<file path="src/rtl/quad_pkg.sv">
//------------------------------------------------------------------------------
// quad_pkg
//   Shared types, constants and the direction-decode helper for the quadrature
//   step decoder and its glitch filter.
//   Contents:
//     quad_state_e  : decoder FSM states (INIT, TRACK)
//     quad_phase_t  : synchronised {A,B} phase pair
//     quad_dir_t    : {valid, illegal, up} decode result
//     QUAD_UP/DOWN  : up_down encodings
//     quad_dir()    : classifies a prev->cur phase transition
//   Rev 1.0 - initial release
//------------------------------------------------------------------------------
`default_nettype none

package quad_pkg;

  typedef enum logic [0:0] {
    INIT  = 1'b0,
    TRACK = 1'b1
  } quad_state_e;

  typedef logic [1:0] quad_phase_t;

  typedef struct packed {
    logic valid;    // single legal step
    logic illegal;  // both phases changed at once
    logic up;       // direction of a valid step
  } quad_dir_t;

  localparam logic QUAD_UP   = 1'b1;
  localparam logic QUAD_DOWN = 1'b0;

  // Gray position 00,01,11,10 maps to 0,1,2,3 so a step is a +/-1 difference.
  function automatic logic [1:0] quad_gray2bin(input quad_phase_t g);
    return {g[1], g[1] ^ g[0]};
  endfunction

  function automatic quad_dir_t quad_dir(input quad_phase_t prev, input quad_phase_t cur);
    logic [1:0] d;
    quad_dir_t  r;
    d         = quad_gray2bin(cur) - quad_gray2bin(prev);
    r.valid   = (d == 2'd1) || (d == 2'd3);
    r.illegal = (d == 2'd2);
    r.up      = (d == 2'd1);
    return r;
  endfunction

endpackage

`default_nettype wire

</file>
<file path="src/rtl/quad_step_decoder_if.sv">
//------------------------------------------------------------------------------
// quad_step_decoder_if
//   Groups the encoder inputs, control strobes and step-protocol outputs of
//   quad_step_decoder.
//   Signals:
//     quad_a, quad_b : encoder phases (asynchronous to clk)
//     en             : decode enable
//     err_clr        : clears sticky err
//     step           : one-cycle pulse per accepted transition
//     up_down        : direction of last step (1 = up)
//     position       : wrap-around position count, WIDTH bits
//     err            : sticky illegal-transition flag
//   Modports: master (stimulus/consumer side), slave (decoder side).
//   Rev 1.0 - initial release
//------------------------------------------------------------------------------
`default_nettype none

interface quad_step_decoder_if #(
  parameter int WIDTH = 4
) ();

  logic             quad_a;
  logic             quad_b;
  logic             en;
  logic             err_clr;
  logic             step;
  logic             up_down;
  logic [WIDTH-1:0] position;
  logic             err;

  modport master (
    output quad_a, quad_b, en, err_clr,
    input  step, up_down, position, err
  );

  modport slave (
    input  quad_a, quad_b, en, err_clr,
    output step, up_down, position, err
  );

endinterface

`default_nettype wire

</file>
<file path="src/rtl/quad_glitch_filter.sv">
//------------------------------------------------------------------------------
// quad_glitch_filter
//   Per-phase stability filter. The filtered output follows the raw input only
//   after the raw value has differed from it for FILTER_LEN consecutive cycles;
//   any bounce back restarts the count.
//   Ports:
//     clk    : rising-edge clock
//     rstn   : asynchronous active-high reset (filtered value resets to 0)
//     i_raw  : synchronised phase input
//     o_filt : filtered phase output
//   Rev 1.0 - initial release
//------------------------------------------------------------------------------
`default_nettype none

module quad_glitch_filter #(
  parameter int FILTER_LEN = 3
) (
  input  logic clk,
  input  logic rstn,
  input  logic i_raw,
  output logic o_filt
);

  localparam int c_cnt_w = $clog2(FILTER_LEN + 1);

  logic [c_cnt_w-1:0] r_cnt;
  logic               r_filt;

  always_ff @(posedge clk or posedge rstn) begin
    if (rstn) begin
      r_cnt  <= '0;
      r_filt <= 1'b0;
    end else if (i_raw == r_filt) begin
      r_cnt  <= '0;
    end else if (r_cnt == c_cnt_w'(FILTER_LEN - 1)) begin
      // This cycle is the FILTER_LEN-th consecutive differing sample.
      r_filt <= i_raw;
      r_cnt  <= '0;
    end else begin
      r_cnt  <= r_cnt + 1'b1;
    end
  end

  assign o_filt = r_filt;

endmodule

`default_nettype wire

</file>
<file path="src/rtl/quad_step_decoder.sv">
//------------------------------------------------------------------------------
// quad_step_decoder
//   Synchronises a quadrature A/B pair, decodes direction into a one-cycle
//   step pulse plus up_down, keeps a wrap-around position count and flags
//   illegal (double-bit) transitions in a sticky err.
//   Optional glitch filter: compile with QUAD_GLITCH_FILTER_EN defined.
//   Ports:
//     clk  : rising-edge clock
//     rstn : asynchronous active-high reset
//     bus  : quad_step_decoder_if.slave (quad_a, quad_b, en, err_clr in;
//            step, up_down, position, err out)
//   Rev 1.0 - initial release
//------------------------------------------------------------------------------
`default_nettype none

module quad_step_decoder
  import quad_pkg::*;
#(
  parameter int WIDTH       = 4,
  parameter int SYNC_STAGES = 2,
  parameter int FILTER_LEN  = 3
) (
  input  logic               clk,
  input  logic               rstn,
  quad_step_decoder_if.slave bus
);

`ifdef QUAD_GLITCH_FILTER_EN
  localparam int c_filt_delay = FILTER_LEN;
`else
  // No filter stage in this build, so it adds no pipeline delay.
  localparam int c_filt_delay = 0 * FILTER_LEN;
`endif

  // The synchronisers (and filter) reset to 0, so the decoder input only
  // reflects the real pins once the pipeline has refilled. INIT keeps loading
  // prev until then, so a non-zero pin state at release is never mistaken
  // for a step or an illegal jump.
  localparam int c_warmup = SYNC_STAGES + 1 + c_filt_delay;
  localparam int c_init_w = $clog2(c_warmup + 1);

  logic [SYNC_STAGES-1:0] r_sync_a;
  logic [SYNC_STAGES-1:0] r_sync_b;
  quad_phase_t            w_sync;
  quad_phase_t            w_cur;

  quad_state_e            r_state;
  quad_state_e            w_state_nxt;
  logic [c_init_w-1:0]    r_init_cnt;

  quad_phase_t            r_prev;
  quad_dir_t              w_dir;
  logic                   r_step,     w_step_nxt;
  logic                   r_up_down,  w_up_down_nxt;
  logic [WIDTH-1:0]       r_position, w_pos_nxt;
  logic                   r_err,      w_err_nxt;

  // Input synchronisers
  always_ff @(posedge clk or posedge rstn) begin
    if (rstn) begin
      r_sync_a <= '0;
      r_sync_b <= '0;
    end else begin
      r_sync_a <= {r_sync_a[SYNC_STAGES-2:0], bus.quad_a};
      r_sync_b <= {r_sync_b[SYNC_STAGES-2:0], bus.quad_b};
    end
  end

  assign w_sync = {r_sync_a[SYNC_STAGES-1], r_sync_b[SYNC_STAGES-1]};

`ifdef QUAD_GLITCH_FILTER_EN
  quad_glitch_filter #(.FILTER_LEN(FILTER_LEN)) u_filt_a (
    .clk    (clk),
    .rstn   (rstn),
    .i_raw  (w_sync[1]),
    .o_filt (w_cur[1])
  );

  quad_glitch_filter #(.FILTER_LEN(FILTER_LEN)) u_filt_b (
    .clk    (clk),
    .rstn   (rstn),
    .i_raw  (w_sync[0]),
    .o_filt (w_cur[0])
  );
`else
  assign w_cur = w_sync;
`endif

  // FSM: state register
  always_ff @(posedge clk or posedge rstn) begin
    if (rstn) begin
      r_state    <= INIT;
      r_init_cnt <= '0;
    end else begin
      r_state <= w_state_nxt;
      if (r_state == INIT) begin
        r_init_cnt <= r_init_cnt + 1'b1;
      end
    end
  end

  // FSM: next state
  always_comb begin
    w_state_nxt = r_state;
    case (r_state)
      INIT:    if (r_init_cnt == c_init_w'(c_warmup - 1)) w_state_nxt = TRACK;
      TRACK:   w_state_nxt = TRACK;
      default: w_state_nxt = INIT;
    endcase
  end

  // FSM: outputs (next values of the registered outputs)
  always_comb begin
    w_dir         = quad_dir(r_prev, w_cur);
    w_step_nxt    = 1'b0;
    w_up_down_nxt = r_up_down;
    w_pos_nxt     = r_position;
    w_err_nxt     = bus.err_clr ? 1'b0 : r_err;
    if ((r_state == TRACK) && bus.en) begin
      if (w_dir.valid) begin
        w_step_nxt    = 1'b1;
        w_up_down_nxt = w_dir.up ? QUAD_UP : QUAD_DOWN;
        w_pos_nxt     = w_dir.up ? (r_position + 1'b1) : (r_position - 1'b1);
      end
      // Set dominates a simultaneous err_clr.
      if (w_dir.illegal) begin
        w_err_nxt = 1'b1;
      end
    end
  end

  // prev tracks the input every cycle, in both states and regardless of en.
  always_ff @(posedge clk or posedge rstn) begin
    if (rstn) begin
      r_prev     <= '0;
      r_step     <= 1'b0;
      r_up_down  <= 1'b0;
      r_position <= '0;
      r_err      <= 1'b0;
    end else begin
      r_prev     <= w_cur;
      r_step     <= w_step_nxt;
      r_up_down  <= w_up_down_nxt;
      r_position <= w_pos_nxt;
      r_err      <= w_err_nxt;
    end
  end

  assign bus.step     = r_step;
  assign bus.up_down  = r_up_down;
  assign bus.position = r_position;
  assign bus.err      = r_err;

endmodule

`default_nettype wire

</file>
<file path="src/flat_wrapper.sv">
// flat-port wrapper written by rule: the top's interface ports become plain ports
module quad_step_decoder_flat import quad_pkg::*;
#(
  parameter int WIDTH       = 4,
  parameter int SYNC_STAGES = 2,
  parameter int FILTER_LEN  = 3
)
  (clk, rstn, bus_quad_a, bus_quad_b, bus_en, bus_err_clr, bus_step, bus_up_down, bus_position, bus_err);
  quad_step_decoder_if #(.WIDTH(WIDTH)) bus_i ();
  input  logic clk;
  input  logic rstn;
  input wire logic [$bits(bus_i.quad_a)-1:0] bus_quad_a;
  input wire logic [$bits(bus_i.quad_b)-1:0] bus_quad_b;
  input wire logic [$bits(bus_i.en)-1:0] bus_en;
  input wire logic [$bits(bus_i.err_clr)-1:0] bus_err_clr;
  output wire logic [$bits(bus_i.step)-1:0] bus_step;
  output wire logic [$bits(bus_i.up_down)-1:0] bus_up_down;
  output wire logic [$bits(bus_i.position)-1:0] bus_position;
  output wire logic [$bits(bus_i.err)-1:0] bus_err;
  assign bus_i.quad_a = bus_quad_a;
  assign bus_i.quad_b = bus_quad_b;
  assign bus_i.en = bus_en;
  assign bus_i.err_clr = bus_err_clr;
  assign bus_step = bus_i.step;
  assign bus_up_down = bus_i.up_down;
  assign bus_position = bus_i.position;
  assign bus_err = bus_i.err;
  quad_step_decoder #(.WIDTH(WIDTH), .SYNC_STAGES(SYNC_STAGES), .FILTER_LEN(FILTER_LEN)) u_core (.clk(clk), .rstn(rstn), .bus(bus_i));
endmodule
</file>
<file path="config.mk">
export PLATFORM = sky130hd
export DESIGN_NAME = quad_step_decoder_flat
export DESIGN_NICKNAME = d
export VERILOG_FILES = /design/src/rtl/quad_pkg.sv /design/src/rtl/quad_step_decoder_if.sv /design/src/rtl/quad_glitch_filter.sv /design/src/rtl/quad_step_decoder.sv /design/src/flat_wrapper.sv
export SDC_FILE = /design/constraint.sdc
export NUM_CORES = 1
export LEC_CHECK = 0
export BUFFER_PORTS_ARGS = -buffer_cell sky130_fd_sc_hd__buf_4
export CAP_MARGIN = 20
export CORE_AREA = 2 2 39 41
export DETAILED_ROUTE_END_ITERATION = 10
export DIE_AREA = 0 0 41 43
export PLACE_DENSITY_LB_ADDON = 0.08
export SLEW_MARGIN = 20
export SYNTH_ARGS = -nofsm -noshare
export SYNTH_HDL_FRONTEND = slang
export SYNTH_SLANG_ARGS = --single-unit
</file>
<file path="constraint.sdc">
create_clock -name clk -period 4.2 [get_ports clk]
set_input_delay 0.84 -clock clk [delete_from_list [all_inputs] [get_ports clk]]
set_output_delay 0.84 -clock clk [all_outputs]
set_load 0.02 [all_outputs]
</file>
==> results of run 1 <==
[state kept, by name, summed over array words and instances (netlist names)]
signal	cells
u_core.r_init_cnt	2
u_core.r_state	1
u_core.bus.err	1
u_core.bus.position	4
u_core.r_prev	2
u_core.r_sync_a	2
u_core.bus.step	1
u_core.r_sync_b	2
u_core.bus.up_down	1
[power by group through the flow]
stage	Clock (mW)	Combinational, mW	Sequential [mW]
2_1_floorplan	0	0.0843	0.241
3_3_place_gp	0	0.174	0.212
3_5_place_dp	0	0.174	0.213
4_1_cts	0.101	0.176	0.210
5_1_grt	0.109	0.194	0.214
6_report	0.0986	0.173	0.209
[cells in the final DEF (no fill, tap or decap), types with 2 or more instances in the layout]
cell	instances
sky130_fd_sc_hd__nand2_1	5
sky130_fd_sc_hd__buf_4	12
sky130_fd_sc_hd__dfrtp_1	16
sky130_fd_sc_hd__inv_1	5
sky130_fd_sc_hd__clkbuf_4	3
sky130_fd_sc_hd__o21ai_0	3
sky130_fd_sc_hd__ha_1	4
sky130_fd_sc_hd__or2_2	2
sky130_fd_sc_hd__xnor2_1	5
[final cells by class]
class | count | area [µm²] | share of cell area (%)
Clock buffer | 4 | 36.28 | 4.455
Timing Repair Buffer | 12 | 90.09 | 11.06
Inverter | 5 | 18.77 | 2.304
Sequential cell | 16 | 400.4 | 49.16
Tap cell | 16 | 20.02 | 2.458
Multi-Input combinational cell | 30 | 249.0 | 30.57
[kinds of logic (layout without fill, tap and decap cells)]
logic type | count (synthesis) | after routing | share of synthesized area (%)
flip-flops | 16 | 16 | 59.92
AND/OR/NAND/NOR | 12 | 12 | 9.550
XOR/XNOR | 7 | 7 | 11.61
adder cells (fa/ha/maj) | 5 | 5 | 10.49
AO/OA/AOI/OAI | 5 | 5 | 4.119
buffers and inverters | 5 | 21 | 2.809
multiplexers | 1 | 1 | 1.498
[through the flow]
stage | instance area (µm²) | hold slack [ns] | power, mW | setup slack, ns
after floorplan | 668.1 | 0.3312 | 0.3255 | 1.979
after global placement | 778.2 | 0.3333 | 0.3864 | 1.838
after detailed placement | 778.2 | 0.3402 | 0.3874 | 1.832
after CTS | 814.5 | 0.3607 | 0.4868 | 1.816
after global routing | 814.5 | 0.3779 | 0.5176 | 1.670
final | 814.5 | 0.3577 | 0.4804 | 1.839
[worst paths after layout]
kind                                     from                      to  slack, ns  cells past startpoint
setup / recovery           u_core.r_sync_a[1]  u_core.bus.position[3]       1.84                      9
hold / removal             u_core.r_sync_b[0]      u_core.r_sync_b[1]       0.36                      0
setup reg to reg           u_core.r_sync_a[1]  u_core.bus.position[3]       1.84                      9
hold reg to reg            u_core.r_sync_b[0]      u_core.r_sync_b[1]       0.36                      0
max in group asynchronous                rstn    u_core.r_init_cnt[0]       3.21                      2
min in group asynchronous                rstn      u_core.bus.up_down       0.62                      2
[worst reg2reg max path: cells and delay by family, from the launching register on]
kind            cells  cell delay, ns
compound gates      1            0.17
xor+xnor            3            0.57
fa+ha+maj           2            0.51
flops               1            0.42
simple gates        3            0.59
[metal layers]
metal,vias up,global-route usage [%]
met4,0,4.000
met1,196,20.00
met5,-,0
met2,11,20.31
li1,201,-
met3,0,3.141
==> parameters.txt, run 1 <==
Parameter                              Value

Floorplanning
  Starting density of the core    between 40% and 50%
  Total number of placement rows    14
  Die height    about 43 µm
  Number of placed I/O pins    13
  Standard cell core area    1384 µm²
  Die footprint    approximately 1800 µm²
  Die width    41 µm

Synthesis
  Top cell type's share of synthesized area    59.93%
  Number of flops mapped to enable cells by yosys    0
  Mean instance size in the synthesized netlist    about 13 µm²
  Proportion of synthesized chip area in sequential cells    around three fifths
  Area of the mapped netlist    668.1 µm²
  Most common flop cell mapped by yosys    sky130_fd_sc_hd__dfrtp_1
  Post-synth top area cell    sky130_fd_sc_hd__dfrtp_1
  Synth warnings    0
  Leading post-synthesis cells by cell area    sky130_fd_sc_hd__dfrtp_1 (60%), sky130_fd_sc_hd__ha_1 (7.5%), sky130_fd_sc_hd__xnor2_1 (6.6%), sky130_fd_sc_hd__xor3_2 (3.7%), sky130_fd_sc_hd__fa_1 (3.0%)
  Cells after Synth    51
  Commonest cells post-synth    sky130_fd_sc_hd__dfrtp_1 (16), sky130_fd_sc_hd__inv_1 (5), sky130_fd_sc_hd__nand2_1 (5), sky130_fd_sc_hd__xnor2_1 (5), sky130_fd_sc_hd__ha_1 (4)
  Distinct cells, synth    18
  Net count of the mapped netlist    between 60 and 70
  Async set-or-reset flop fraction in the synthesized netlist    100.0%
  Most numerous cell in the Yosys netlist    sky130_fd_sc_hd__dfrtp_1
  Number of register bits inferred by synthesis    16

Power and ir drop
  Cell Pwr Density    589.8 nW/µm²
  Combinational share of power    between 30 and 40%
  Sequential share of power    a little over two fifths
  Pint    between 0.3 and 0.4 mW
  Worst ir drop on vdd    296.1 µV
  Leakage power figure    roughly 0.41 nW
  Switching power total    approximately 0.16 mW
  Switching share of power    roughly 33%
  Clock Power Share    20.5%

Layout
  Final standard cell count with taps included and fillers excluded    83
  ANT cells    0
  Final core utilization    roughly three fifths
  Synth-to-layout area growth    21.91%
  Final nets    79
  Filler cells    ~120
  Proportion of layout cells with a drive suffix above 1    between 20% and 30%

STA
  Final critical path time including I/O delays and setup    approximately 2.4 ns
  Final Slew Violations    0
  Worst Clk Skew    approximately 0.0021 ns
  Transition time at the pin with the least slew margin    roughly 0.58 ns
  Endpoints failing setup    0
  Final Hold Viols    0
  Share of the cycle needed by the critical path after routing    approximately 56%
  Normalized max-slew margin    approximately 60%
  Setup TNS    0 ns
  FMAX    0.4235 GHz
  Unrepaired setup endpoints after global routing    false

Critical path
  Data required, critical path    approximately 4.4 ns
  Buffers & Inverters on Critical Path    0
  Largest stage delay on the critical path    0.42 ns
  Cell with the largest stage delay on the worst path    sky130_fd_sc_hd__dfrtp_1
  Largest delay share family, worst path    simple AND/OR/NAND/NOR gates
  Category of the worst setup path launch point    register
  Kind of end point of the critical path    register
  WP data arrival    roughly 2.5 ns
  Maximum fanout along the worst path    5
  Startpoint-to-endpoint class of the critical path    register to register
  Worst path cell trace    xnor2_1, ha_1, xor3_2, or2_2, ha_1, a21oi_1, and4b_1, nor2_1, xnor2_1

Global routing
  Residual overflow from global routing    0
  Global routing usage summed across all routing layers    13.81%
  Antenna violations before repair    0
  Wire length of the first global-routing pass    1.642 mm
  Number of global-route vias before repair    416
  Maximum number of pins on one net before global-route repair    17

Clock tree
  TritonCTS clock tree    built
  Clock Pin Slew Worst Setup and Hold Paths    0.09 ns
  Num CTS Buffers    3
  Number of cells upsized or downsized after cts    0
  Clock sinks    16
  Master cell of the clock root buffer    sky130_fd_sc_hd__clkbuf_4
  Deepest clock path buffer count    2
  H-tree depth    1
  Worst skew pair latency    approximately 0.28 ns
  Postcts setup bufs    0
  Hold buffer count at CTS    0

Placement
  Placed cell count    79
  Post-DP HPWL    731.1 µm
  Number of input and output port buffers inserted    12
  GPL Wtd Cong    around 0.76

Detailed routing
  Top metal layer carrying routed signals    met3
  DR WL/cell    about 12 µm
  Total number of vias    ~410
  Violation count after the first detailed-route iteration    6
  DRC    0
  Met2 wirelength from detailed routing    435 µm
  Routed wire length    roughly 960 µm
  Pre-Repair DR Iteration Count    4
  Ratio of routed vias to standard cells    slightly below 5
  Antenna Nets Post-Route    0
  Wire length on met1    465 µm
  Sum of met3 wire segment lengths after detailed routing    roughly 59 µm

Run
  # Max-Cap Violations    0

Run status
  Result of the run    completed

Min path
  Hold WC Path Type    register to register
Power figures use the tool's default switching activity.
==> inputs of run 2 (changes only) <==
- CORE_AREA: 2 2 39 41 -> unset
- CORE_UTILIZATION: unset -> 50
- DIE_AREA: 0 0 41 43 -> unset
- clock period: 4.2 -> 2.3 ns (I/O delays scaled with it)
==> run 2 against run 1 <==
Clock power grew 83%. Total power grew 94%. Worst setup slack lost 1.7 ns. Clock skew shrank 0.00072 ns. Fmax grew 8.9%. Highest routed layer is now met4.
==> parameters.txt, run 2 (synthesis results as in run 1) <==
Parameter                              Value

Floorplanning
  Die width    38.56 µm (-6.0%)
  Total number of placement rows    12 (-2)
  Die footprint    1486 µm² (-16%)
  Standard cell core area    1171 µm² (-15%)
  Number of placed I/O pins    13 (unchanged)
  Starting density of the core    57.05% (+8.8 points)
  Die height    38.56 µm (-10%)

Layout
  Area taken by flip-flops and latches    400.4 µm² (unchanged)
  ANT cells    0 (unchanged)
  Proportion of layout cells with a drive suffix above 1    33.33% (+5.0 points)
  Leading cell type in the layout, fill and taps excluded    sky130_fd_sc_hd__dfrtp_1
  Filler cells    87 (-25%)
  Synth-to-layout area growth    26.59%
  Flip-flop count of the largest register after layout    4 (unchanged)
  Final nets    81 (+2.5%)
  Area of all placed cells without fillers    845.8 µm² (+3.8%)
  Area of the multi-input gates    267.8 µm² (+7.5%)
  Final core utilization    72.22% (+13 points)
  Final standard cell count with taps included and fillers excluded    83 (unchanged)
  Highest-count cells in the layout ignoring fill and taps    sky130_fd_sc_hd__dfrtp_1 (16), sky130_fd_sc_hd__buf_4 (14), sky130_fd_sc_hd__inv_1 (5), sky130_fd_sc_hd__xnor2_1 (5), sky130_fd_sc_hd__nand2_1 (5)

Critical path
  Data required, critical path    2.47 ns (-1.90 ns)
  WP data arrival    2.34 ns (-0.19 ns)
  Category of the worst setup path launch point    register
  Maximum fanout along the worst path    3 (-2)
  Startpoint-to-endpoint class of the critical path    register to register
  Kind of end point of the critical path    register

STA
  Normalized max-slew margin    61.86% (+0.76 points)
  Final critical path time including I/O delays and setup    2.169 ns (-0.1926 ns)
  FMAX    0.4611 GHz (+8.9%)
  Share of the cycle needed by the critical path after routing    94.29% (+38 points)
  Setup TNS    0 ns (unchanged)
  Worst Clk Skew    0.001361 ns (-0.0007244 ns)
  Unrepaired setup endpoints after global routing    false
  Transition time at the pin with the least slew margin    0.5714 ns (-0.01133 ns)
  Final Hold Viols    0 (unchanged)
  Smallest setup slack after layout    0.1312 ns (-1.707 ns)
  Final Slew Violations    0 (unchanged)
  Endpoints failing setup    0 (unchanged)

Clock tree
  Worst skew pair latency    0.28 ns (about the same)
  Clock sinks    16 (unchanged)
  Deepest clock path buffer count    2 (unchanged)
  Num CTS Buffers    3 (unchanged)
  Hold buffer count at CTS    0 (unchanged)
  H-tree depth    1 (unchanged)
  Postcts setup bufs    0 (unchanged)
  Clock Pin Slew Worst Setup and Hold Paths    0.09 ns (about the same)
  TritonCTS clock tree    built
  Master cell of the clock root buffer    sky130_fd_sc_hd__clkbuf_4

Detailed routing
  Total number of vias    402 (-1.5%)
  DRC    0 (unchanged)
  Pre-Repair DR Iteration Count    2 (-2)
  Ratio of routed vias to standard cells    4.843 (-1.5%)
  DR WL/cell    12.18 µm (+5.3%)
  Routed wire length    1.011 mm (+5.3%)
  Violation count after the first detailed-route iteration    5 (-1)
  Antenna Nets Post-Route    0 (unchanged)

Global routing
  Maximum number of pins on one net before global-route repair    17 (unchanged)
  Wire length of the first global-routing pass    1.545 mm (-5.9%)
  Residual overflow from global routing    0 (unchanged)
  Number of global-route vias before repair    387 (-7.0%)
  Global routing usage summed across all routing layers    16.44% (+2.6 points)
  Antenna violations before repair    0 (unchanged)

Power and ir drop
  Cell Pwr Density    1102 nW/µm² (+87%)
  Worst ir drop on vdd    594.1 µV (+100%)
  Leakage power figure    0.4228 nW (+2.7%)

Placement
  GPL Wtd Cong    0.6051 (-20%)
  Placed cell count    79 (unchanged)
  Post-Place Setup Slack    0.01636 ns (-1.816 ns)
  Post-DP HPWL    733.5 µm (+0.33%)
  Placement-stage cell area    790.8 µm² (+1.6%)
  Number of input and output port buffers inserted    12 (unchanged)

Min path
  Hold WC Path Type    input pin to async pin

Run status
  Result of the run    completed

Run
  # Max-Cap Violations    0 (unchanged)
## run 2: cell types whose count changed in the layout (fill, tap and decap cells not counted)
cell	change
sky130_fd_sc_hd__a21oi_2	+1
sky130_fd_sc_hd__or2_2	-1
sky130_fd_sc_hd__buf_4	+2
sky130_fd_sc_hd__ha_4	+1
sky130_fd_sc_hd__a21oi_1	-1
sky130_fd_sc_hd__ha_1	-1
sky130_fd_sc_hd__or2_4	+1
## run 2: through the flow
step	power (mW)	hold WS [ns]
floorplan	0.5945	0.3312
global route	0.9927	0.2624
global placement	0.7195	0.3323
detailed placement	0.7266	0.3355
CTS	0.9193	0.2546
finish	0.9321	0.2332
## run 2: area by class of cell
type | instances | area share [%]
well taps | 14 | 2.071
multi-input cells | 30 | 31.66
repair buffers | 14 | 12.43
clock buffers | 4 | 4.290
flip-flops and latches | 16 | 47.34
inverters | 5 | 2.219
## run 2: final timing paths
check                              startpoint                endpoint  slack [ns]  cells past startpoint
min in group clk                   bus_quad_b      u_core.r_sync_b[0]        0.28                      1
min reg2reg                u_core.r_sync_a[0]      u_core.r_sync_a[1]        0.36                      0
max                        u_core.r_sync_b[1]  u_core.bus.position[3]        0.13                      9
min                                      rstn      u_core.bus.up_down        0.23                      2
max reg2reg                u_core.r_sync_b[1]  u_core.bus.position[3]        0.13                      9
max in group asynchronous                rstn  u_core.bus.position[1]        1.69                      2
## run 2: routing by layer
| layer | GRT usage [%] | wire length, µm | vias up | part of all wire [%] |
|---|---|---|---|---|
| met5 | 0 | 0 | - | 0 |
| met1 | 19.61 | 464 | 187 | 46 |
| li1 | - | - | 203 | - |
| met4 | 10.34 | 7 | 0 | 0.69 |
| met3 | 5.233 | 53 | 2 | 5.2 |
| met2 | 25.42 | 486 | 10 | 48 |
## run 2: power breakdown
part	internal, mW	switching, mW
registers	0.334	0.0539
clock network	0.0963	0.0833
logic	0.191	0.174
## run 2: timing repair
action,CTS,global route
endpoints found under the setup margin,1,1
cloned,0,0
gates resized for setup,1,2
## run 2: critical path: stages, from the launching register on
cell                       delay (ns)
sky130_fd_sc_hd__dfrtp_1         0.40
sky130_fd_sc_hd__xnor2_1         0.17
sky130_fd_sc_hd__ha_1            0.18
sky130_fd_sc_hd__xor3_2          0.26
sky130_fd_sc_hd__or2_4           0.27
sky130_fd_sc_hd__ha_4            0.28
sky130_fd_sc_hd__nand3_1         0.09
sky130_fd_sc_hd__a211oi_1        0.21
sky130_fd_sc_hd__nor2_1          0.09
sky130_fd_sc_hd__xnor2_1         0.12
